===== config.mk =====
export PLATFORM = sky130hd
export DESIGN_NAME = uart_top
export DESIGN_NICKNAME = d
export VERILOG_FILES = /design/src/rtl/uart_pkg.sv /design/src/rtl/uart_rx.sv /design/src/rtl/uart_rx_sampler.sv /design/src/rtl/uart_tx.sv /design/src/rtl/uart_top.sv
export SDC_FILE = /design/constraint.sdc
export NUM_CORES = 1
export LEC_CHECK = 0
export ABC_AREA = 1
export CAP_MARGIN = 25
export CORE_UTILIZATION = 30
export CTS_BUF_LIST = sky130_fd_sc_hd__clkbuf_8
export CTS_CLUSTER_DIAMETER = 50
export DETAILED_ROUTE_END_ITERATION = 12
export HOLD_SLACK_MARGIN = 0.03
export PLACE_DENSITY = 0.57
export SYNTH_ARGS = -nofsm -noshare
export SYNTH_HDL_FRONTEND = slang
export SYNTH_SLANG_ARGS = --single-unit

===== constraint.sdc =====
create_clock -name UART_CLK -period 3.83 [get_ports UART_CLK]
set_input_delay 0.9575 -clock UART_CLK [delete_from_list [all_inputs] [get_ports UART_CLK]]
set_output_delay 0.9575 -clock UART_CLK [all_outputs]
set_load 0.02 [all_outputs]

===== src/rtl/uart_pkg.sv =====
// Shared types, line levels and the parity helper for the UART transmitter and receiver.
package uart_pkg;

   typedef enum logic [2:0] {
      IDLE,
      START,
      DATA,
      PARITY,
      STOP
   } uart_state_t;

   localparam logic PARITY_EVEN = 1'b0;
   localparam logic PARITY_ODD  = 1'b1;

   localparam logic START_BIT = 1'b0;
   localparam logic STOP_BIT  = 1'b1;

   // Takes the XOR of the payload so the helper stays independent of the data width.
   function automatic logic parity_bit(input logic data_xor, input logic parity_type);
      return (parity_type == PARITY_ODD) ? ~data_xor : data_xor;
   endfunction

endpackage


===== src/rtl/uart_rx.sv =====
// UART receiver: synchronises the line, votes each bit mid-period and reports good frames or errors as strobes.
module uart_rx
   import uart_pkg::*;
#(
   parameter int DATA_WIDTH     = 8,
   parameter int PRESCALE_WIDTH = 5
) (
   input  logic                      clk,
   input  logic                      rst_n,
   input  logic [PRESCALE_WIDTH-1:0] prescale,
   input  logic                      parity_enable,
   input  logic                      parity_type,
   input  logic                      serial,
   output logic [DATA_WIDTH-1:0]     data,
   output logic                      valid,
   output logic                      par_err,
   output logic                      stp_err
);

   localparam int IDX_WIDTH = (DATA_WIDTH > 1) ? $clog2(DATA_WIDTH) : 1;
   localparam logic [IDX_WIDTH-1:0] LAST_IDX = IDX_WIDTH'(DATA_WIDTH - 1);

   uart_state_t               state, state_n;
   logic [PRESCALE_WIDTH-1:0] cnt, cnt_n;
   logic [IDX_WIDTH-1:0]      bit_idx, idx_n;
   logic [DATA_WIDTH-1:0]     shreg, shreg_n;
   logic [DATA_WIDTH-1:0]     data_n;
   logic [PRESCALE_WIDTH-1:0] prescale_q, prescale_n;
   logic [PRESCALE_WIDTH-1:0] half;
   logic                      par_en_q, par_en_n;
   logic                      par_type_q, par_type_n;
   logic                      par_bad, par_bad_n;
   logic                      valid_n, par_err_n, stp_err_n;
   logic                      sync_meta, rx_line;
   logic                      sample, decide, bit_end;

   always_ff @(posedge clk or negedge rst_n) begin
      if (!rst_n) begin
         sync_meta <= 1'b1;
         rx_line   <= 1'b1;
      end else begin
         sync_meta <= serial;
         rx_line   <= sync_meta;
      end
   end

   assign half = prescale_q >> 1;

   uart_rx_sampler #(
      .PRESCALE_WIDTH(PRESCALE_WIDTH)
   ) u_sampler (
      .clk      (clk),
      .rst_n    (rst_n),
      .rx_line  (rx_line),
      .cnt      (cnt),
      .half     (half),
      .bit_value(sample),
      .decide   (decide)
   );

   always_ff @(posedge clk or negedge rst_n) begin
      if (!rst_n) begin
         state      <= IDLE;
         cnt        <= '0;
         bit_idx    <= '0;
         shreg      <= '0;
         prescale_q <= '0;
         par_en_q   <= 1'b0;
         par_type_q <= PARITY_EVEN;
         par_bad    <= 1'b0;
         data       <= '0;
         valid      <= 1'b0;
         par_err    <= 1'b0;
         stp_err    <= 1'b0;
      end else begin
         state      <= state_n;
         cnt        <= cnt_n;
         bit_idx    <= idx_n;
         shreg      <= shreg_n;
         prescale_q <= prescale_n;
         par_en_q   <= par_en_n;
         par_type_q <= par_type_n;
         par_bad    <= par_bad_n;
         data       <= data_n;
         valid      <= valid_n;
         par_err    <= par_err_n;
         stp_err    <= stp_err_n;
      end
   end

   // The stop decision returns straight to IDLE so a back-to-back start edge is not missed.
   always_comb begin
      state_n    = state;
      cnt_n      = cnt;
      idx_n      = bit_idx;
      shreg_n    = shreg;
      prescale_n = prescale_q;
      par_en_n   = par_en_q;
      par_type_n = par_type_q;
      par_bad_n  = par_bad;
      data_n     = data;
      valid_n    = 1'b0;
      par_err_n  = 1'b0;
      stp_err_n  = 1'b0;
      bit_end    = (cnt == prescale_q - 1'b1);

      if (state != IDLE) cnt_n = bit_end ? '0 : cnt + 1'b1;

      case (state)
         IDLE: begin
            if (rx_line == START_BIT) begin
               state_n    = START;
               cnt_n      = '0;
               prescale_n = prescale;
               par_en_n   = parity_enable;
               par_type_n = parity_type;
               par_bad_n  = 1'b0;
            end
         end
         START: begin
            if (decide && sample == STOP_BIT) begin
               state_n = IDLE;
               cnt_n   = '0;
            end else if (bit_end) begin
               state_n = DATA;
               idx_n   = '0;
            end
         end
         DATA: begin
            if (decide) shreg_n = {sample, shreg[DATA_WIDTH-1:1]};
            if (bit_end) begin
               if (bit_idx == LAST_IDX) state_n = par_en_q ? PARITY : STOP;
               else idx_n = bit_idx + 1'b1;
            end
         end
         PARITY: begin
            if (decide) par_bad_n = (sample != parity_bit(^shreg, par_type_q));
            if (bit_end) state_n = STOP;
         end
         STOP: begin
            if (decide) begin
               state_n   = IDLE;
               cnt_n     = '0;
               par_err_n = par_bad;
               stp_err_n = (sample != STOP_BIT);
               if (sample == STOP_BIT && !par_bad) begin
                  data_n  = shreg;
                  valid_n = 1'b1;
               end
            end
         end
         default: begin
            state_n = IDLE;
            cnt_n   = '0;
         end
      endcase
   end

endmodule


===== src/rtl/uart_rx_sampler.sv =====
// Three-point majority vote around the middle of a bit; the third vote is the live line at the decision count.
module uart_rx_sampler #(
   parameter int PRESCALE_WIDTH = 5
) (
   input  logic                      clk,
   input  logic                      rst_n,
   input  logic                      rx_line,
   input  logic [PRESCALE_WIDTH-1:0] cnt,
   input  logic [PRESCALE_WIDTH-1:0] half,
   output logic                      bit_value,
   output logic                      decide
);

   logic early, mid;

   always_ff @(posedge clk or negedge rst_n) begin
      if (!rst_n) begin
         early <= 1'b1;
         mid   <= 1'b1;
      end else begin
         if (cnt == half - 1'b1) early <= rx_line;
         if (cnt == half) mid <= rx_line;
      end
   end

   assign decide    = (cnt == half + 1'b1);
   assign bit_value = (early & mid) | (early & rx_line) | (mid & rx_line);

endmodule


===== src/rtl/uart_tx.sv =====
// UART transmitter: latches a byte and its framing settings, then shifts the frame out LSB first.
module uart_tx
   import uart_pkg::*;
#(
   parameter int DATA_WIDTH     = 8,
   parameter int PRESCALE_WIDTH = 5
) (
   input  logic                      clk,
   input  logic                      rst_n,
   input  logic [PRESCALE_WIDTH-1:0] prescale,
   input  logic                      parity_enable,
   input  logic                      parity_type,
   input  logic [DATA_WIDTH-1:0]     data,
   input  logic                      valid,
   output logic                      serial,
   output logic                      busy
);

   localparam int IDX_WIDTH = (DATA_WIDTH > 1) ? $clog2(DATA_WIDTH) : 1;
   localparam logic [IDX_WIDTH-1:0] LAST_IDX = IDX_WIDTH'(DATA_WIDTH - 1);

   uart_state_t               state, state_n;
   logic [PRESCALE_WIDTH-1:0] cnt, cnt_n;
   logic [IDX_WIDTH-1:0]      bit_idx, idx_n;
   logic [DATA_WIDTH-1:0]     data_q, data_n;
   logic [PRESCALE_WIDTH-1:0] prescale_q, prescale_n;
   logic                      par_en_q, par_en_n;
   logic                      par_type_q, par_type_n;
   logic                      serial_n;
   logic                      bit_end;
   logic                      accept;

   always_ff @(posedge clk or negedge rst_n) begin
      if (!rst_n) begin
         state      <= IDLE;
         cnt        <= '0;
         bit_idx    <= '0;
         data_q     <= '0;
         prescale_q <= '0;
         par_en_q   <= 1'b0;
         par_type_q <= PARITY_EVEN;
         serial     <= STOP_BIT;
         busy       <= 1'b0;
      end else begin
         state      <= state_n;
         cnt        <= cnt_n;
         bit_idx    <= idx_n;
         data_q     <= data_n;
         prescale_q <= prescale_n;
         par_en_q   <= par_en_n;
         par_type_q <= par_type_n;
         serial     <= serial_n;
         busy       <= (state_n != IDLE);
      end
   end

   // The line level is derived from the next state so the serial output comes straight from a flop.
   always_comb begin
      state_n    = state;
      cnt_n      = cnt;
      idx_n      = bit_idx;
      data_n     = data_q;
      prescale_n = prescale_q;
      par_en_n   = par_en_q;
      par_type_n = par_type_q;
      accept     = 1'b0;
      bit_end    = (cnt == prescale_q - 1'b1);

      case (state)
         IDLE: begin
            if (valid) accept = 1'b1;
         end
         START: begin
            if (bit_end) begin
               state_n = DATA;
               cnt_n   = '0;
               idx_n   = '0;
            end else begin
               cnt_n = cnt + 1'b1;
            end
         end
         DATA: begin
            if (bit_end) begin
               cnt_n = '0;
               if (bit_idx == LAST_IDX) state_n = par_en_q ? PARITY : STOP;
               else idx_n = bit_idx + 1'b1;
            end else begin
               cnt_n = cnt + 1'b1;
            end
         end
         PARITY: begin
            if (bit_end) begin
               state_n = STOP;
               cnt_n   = '0;
            end else begin
               cnt_n = cnt + 1'b1;
            end
         end
         STOP: begin
            if (bit_end) begin
               if (valid) begin
                  accept = 1'b1;
               end else begin
                  state_n = IDLE;
                  cnt_n   = '0;
               end
            end else begin
               cnt_n = cnt + 1'b1;
            end
         end
         default: begin
            state_n = IDLE;
            cnt_n   = '0;
         end
      endcase

      if (accept) begin
         state_n    = START;
         cnt_n      = '0;
         idx_n      = '0;
         data_n     = data;
         prescale_n = prescale;
         par_en_n   = parity_enable;
         par_type_n = parity_type;
      end

      case (state_n)
         START:   serial_n = START_BIT;
         DATA:    serial_n = data_n[idx_n];
         PARITY:  serial_n = parity_bit(^data_n, par_type_n);
         default: serial_n = STOP_BIT;
      endcase
   end

endmodule


===== src/rtl/uart_top.sv =====
// Full-duplex UART endpoint: independent transmitter and receiver sharing one oversampling clock.
module uart_top
   import uart_pkg::*;
#(
   parameter int DATA_WIDTH     = 8,
   parameter int PRESCALE_WIDTH = 5
) (
   input  logic                      UART_CLK,
   input  logic                      RST,
   input  logic [PRESCALE_WIDTH-1:0] Prescale,
   input  logic                      parity_enable,
   input  logic                      parity_type,
   input  logic [DATA_WIDTH-1:0]     TX_IN_P,
   input  logic                      TX_IN_V,
   output logic                      TX_OUT_S,
   output logic                      TX_OUT_Busy,
   input  logic                      RX_IN_S,
   output logic [DATA_WIDTH-1:0]     RX_OUT_P,
   output logic                      RX_OUT_V,
   output logic                      PAR_ERR,
   output logic                      STP_ERR
);

   uart_tx #(
      .DATA_WIDTH    (DATA_WIDTH),
      .PRESCALE_WIDTH(PRESCALE_WIDTH)
   ) u_tx (
      .clk          (UART_CLK),
      .rst_n        (RST),
      .prescale     (Prescale),
      .parity_enable(parity_enable),
      .parity_type  (parity_type),
      .data         (TX_IN_P),
      .valid        (TX_IN_V),
      .serial       (TX_OUT_S),
      .busy         (TX_OUT_Busy)
   );

   uart_rx #(
      .DATA_WIDTH    (DATA_WIDTH),
      .PRESCALE_WIDTH(PRESCALE_WIDTH)
   ) u_rx (
      .clk          (UART_CLK),
      .rst_n        (RST),
      .prescale     (Prescale),
      .parity_enable(parity_enable),
      .parity_type  (parity_type),
      .serial       (RX_IN_S),
      .data         (RX_OUT_P),
      .valid        (RX_OUT_V),
      .par_err      (PAR_ERR),
      .stp_err      (STP_ERR)
   );

endmodule


==> flow_metrics.py <==
metrics = {
    "placement": {
        "placedCellCount": 725,
        "routabilityCongestion": 0.827,
        "dp_hpwl_um": 6150,
        "dp_worst_setup_slack_ns": 0.753,
        "numPortBuffers": 31,
        "dpl_cell_area_sq_um": 4600,
    },
    "global_route": {
        "grt-ovfl-total": 0,
        "grt_usage_pct": 12.6,
        "grt_pass1_wl_um": 14500,
        "antenna_found_initial": 0,
        "grt_pass1_vias": 3227,
        "grt_max_degree": 71,
    },
    "final_layout": {
        "final_util_pct": 36.1,
        "nets": 589,
        "finalInstanceArea_sq_um": 4820,
        "multi_input_area_sq_um": 2000,
        "fin_cells": 741,
        "area.growth.synth_to_final_pct": 16.5,
        "fillerInstances": 1390,
        "final_common_cell": "nand2_1",
        "seq_area_sq_um": 1760,
        "drive_gt1_share_pct": 11.5,
        "final_cell_mix": "nand2_1 (145), inv_1 (73), dfrtp_1 (65)",
        "diodes": 0,
    },
    "clock_tree": {
        "cts_tree": "built",
        "clk_path_buf_depth": 2,
        "cts_inserted_buffers": 9,
        "cts_resized": 0,
        "cts-root-buf": "clkbuf_8",
        "post_cts_buffers": 0,
        "numClockSinks": 70,
        "clk_pin_slew_ns": 0.08,
        "clkLatencyLatePin_ns": 0.35,
        "htree_levels": 3,
        "postCtsHoldBufs": 0,
    },
    "sta": {
        "finClkSkew_ns": 0.00975,
        "setup_viol": 0,
        "timing.fmax_mhz": 368,
        "finalHoldWorstSlack_ns": 0.361,
        "slew_headroom_pct": 40.3,
        "grt_setup_unrepaired": "no",
        "period_share_pct": 70.9,
        "fin_crit_ns": 2.71,
        "layout_setup_ws_ns": 1.12,
        "drv_slew": 0,
        "setup_tns_ns": 0,
        "hold_violations": 0,
        "worst_slew_pin_slew_ns": 0.896,
    },
    "run_status": {
        "status": "finished clean",
    },
    "synthesis": {
        "synth.yosys.warnings": 0,
        "synth.avg_cell_area_sq_um": 7.83,
        "syn_inst": 528,
        "ys_seq_elements": 70,
        "ys_seq_area_share_pct": 42.5,
        "ys_types": 45,
        "synthFlopType": "dfrtp_1",
        "syn_nets": 557,
        "syn_area_sq_um": 4140,
        "synth_edf_count": 0,
        "async_flop_share_pct": 100,
    },
    "floorplan": {
        "die_w_um": 119,
        "die_y_um": 119,
        "start_util_pct": 31.0,
        "core_sq_um": 13300,
        "rows": 42,
        "dieArea_sq_um": 14300,
        "io_pins": 32,
    },
    "route": {
        "vias": 3334,
        "drt_iter0_drc": 190,
        "wl_um": 8310,
        "firstDrtPassIters": 4,
        "vias_per_cell": 4.50,
        "wl_per_cell_um": 11.2,
        "ant_nets": 0,
        "drc": 0,
    },
    "power_and_ir_drop": {
        "p_total_mw": 3.70,
        "vdd_ir_drop_max_uv": 298,
        "power.leakage_nw": 2.37,
        "p_per_area_nw_per_um2": 768,
    },
    "worst_setup_path": {
        "cp.required_ns": 4.13,
        "cp_max_fo": 34,
        "reg2reg_from": "u_rx.prescale_q[1]$_DFFE_PN0P_",
        "path_class": "input pin to register",
        "crit_path_end_kind": "register",
        "worstPathArrival_ns": 3.01,
        "cp-startpoint": "TX_IN_V",
        "setup.worst_path.start_class": "input pin",
    },
    "flow_run": {
        "drv_cap": 0,
    },
    "worst_hold_path": {
        "min_from": "u_rx.sync_meta$_DFF_PN1_",
        "hold_class": "register to register",
    },
}
cell type report:
cell class / instances / area share (%)
timing repair buffer: 32 / 6.49
sequential: 70 / 36.5
clock buffer: 9 / 2.57
clock inverter: 7 / 2.05
multi-input combinational: 366 / 41.5
inverter: 81 / 6.31
tap: 176 / 4.57
worst paths after layout:
| kind | endpoint | slack, ns | cells after the start |
|---|---|---|---|
| max | u_tx.serial$_DFF_PN1_ | 1.12 | 15 |
| min | u_rx.rx_line$_DFF_PN1_ | 0.36 | 0 |
| max reg2reg | u_rx.shreg[7]$_DFFE_PN0P_ | 1.28 | 8 |
| min reg2reg | u_rx.rx_line$_DFF_PN1_ | 0.36 | 0 |
| max in group asynchronous | u_rx.prescale_q[2]$_DFFE_PN0P_ | 2.44 | 2 |
| min in group asynchronous | u_rx.data[2]$_DFFE_PN0P_ | 0.80 | 2 |
worst max-delay path: stages:
cell             delay [ns]
clkdlybuf4s50_1        0.48
inv_1                  0.06
nor2_2                 0.44
nand2_8                0.23
nand2_1                0.12
inv_1                  0.09
nand2_1                0.16
nand2_1                0.08
nand3_1                0.08
nand2_1                0.06
nand2_1                0.05
nand3_1                0.06
nand2_1                0.06
inv_1                  0.03
nand2_1                0.05
logic make-up (layout without fill, tap and decap cells):
kind of cell | count (synthesis) | count (layout) | share of synthesized area (%)
and+or+nand+nor | 255 | 255 | 28.7
buffers and inverters | 92 | 129 | 9.11
AOI/OAI and AO/OA | 73 | 73 | 10.5
DFF | 70 | 70 | 42.5
xor gates and xnor gates | 26 | 26 | 5.69
adders and majority gates | 11 | 11 | 3.27
muxes | 1 | 1 | 0.272
cells in the mapped netlist, types with 3 or more instances:
cell      instances  area, sq um
xor2_1           11         96.3
nand2_8           3         60.1
xnor2_1          14          123
o21ai_1           6         30.0
dfstp_2           5          131
inv_1            72          270
nand3_1          34          170
o22ai_1           5         31.3
a21oi_1           6         30.0
nand2_2          11         68.8
ha_1             10          125
nor3_1            6         30.0
nand2_1         145          544
nand4_1           5         31.3
buf_2             3         15.0
o21ai_2           9         78.8
nand3b_1          4         30.0
dfrtp_1          65         1630
clkbuf_1          4         15.0
o211ai_1          3         22.5
nor2_2            3         18.8
o21ai_0          38          190
nor2_1           35          131
inv_2             8         30.0
layer usage:
layer | vias up | global-route usage [%] | part of all wire [%]
li1 | 1736 | - | -
met1 | 1546 | 15.8 | 47
met2 | 45 | 21.1 | 49
met3 | 7 | 3.40 | 3.1
met4 | 0 | 4.30 | 0.99
met5 | - | 0 | 0
state kept, by name, summed over array words and instances, names as in the netlist, 5 cells and up:
register,flops
u_rx.cnt,5
u_tx.data_q,8
u_tx.prescale_q,5
u_rx.prescale_q,5
u_rx.data,8
u_tx.cnt,5
u_rx.shreg,8
power breakdown:
group | internal, mW | switching, mW | total [mW]
Combinational | 0.675 | 1.15 | 1.82
Clock | 0.370 | 0.300 | 0.670
Sequential | 0.980 | 0.227 | 1.21
(Power assumes the default switching activity.)
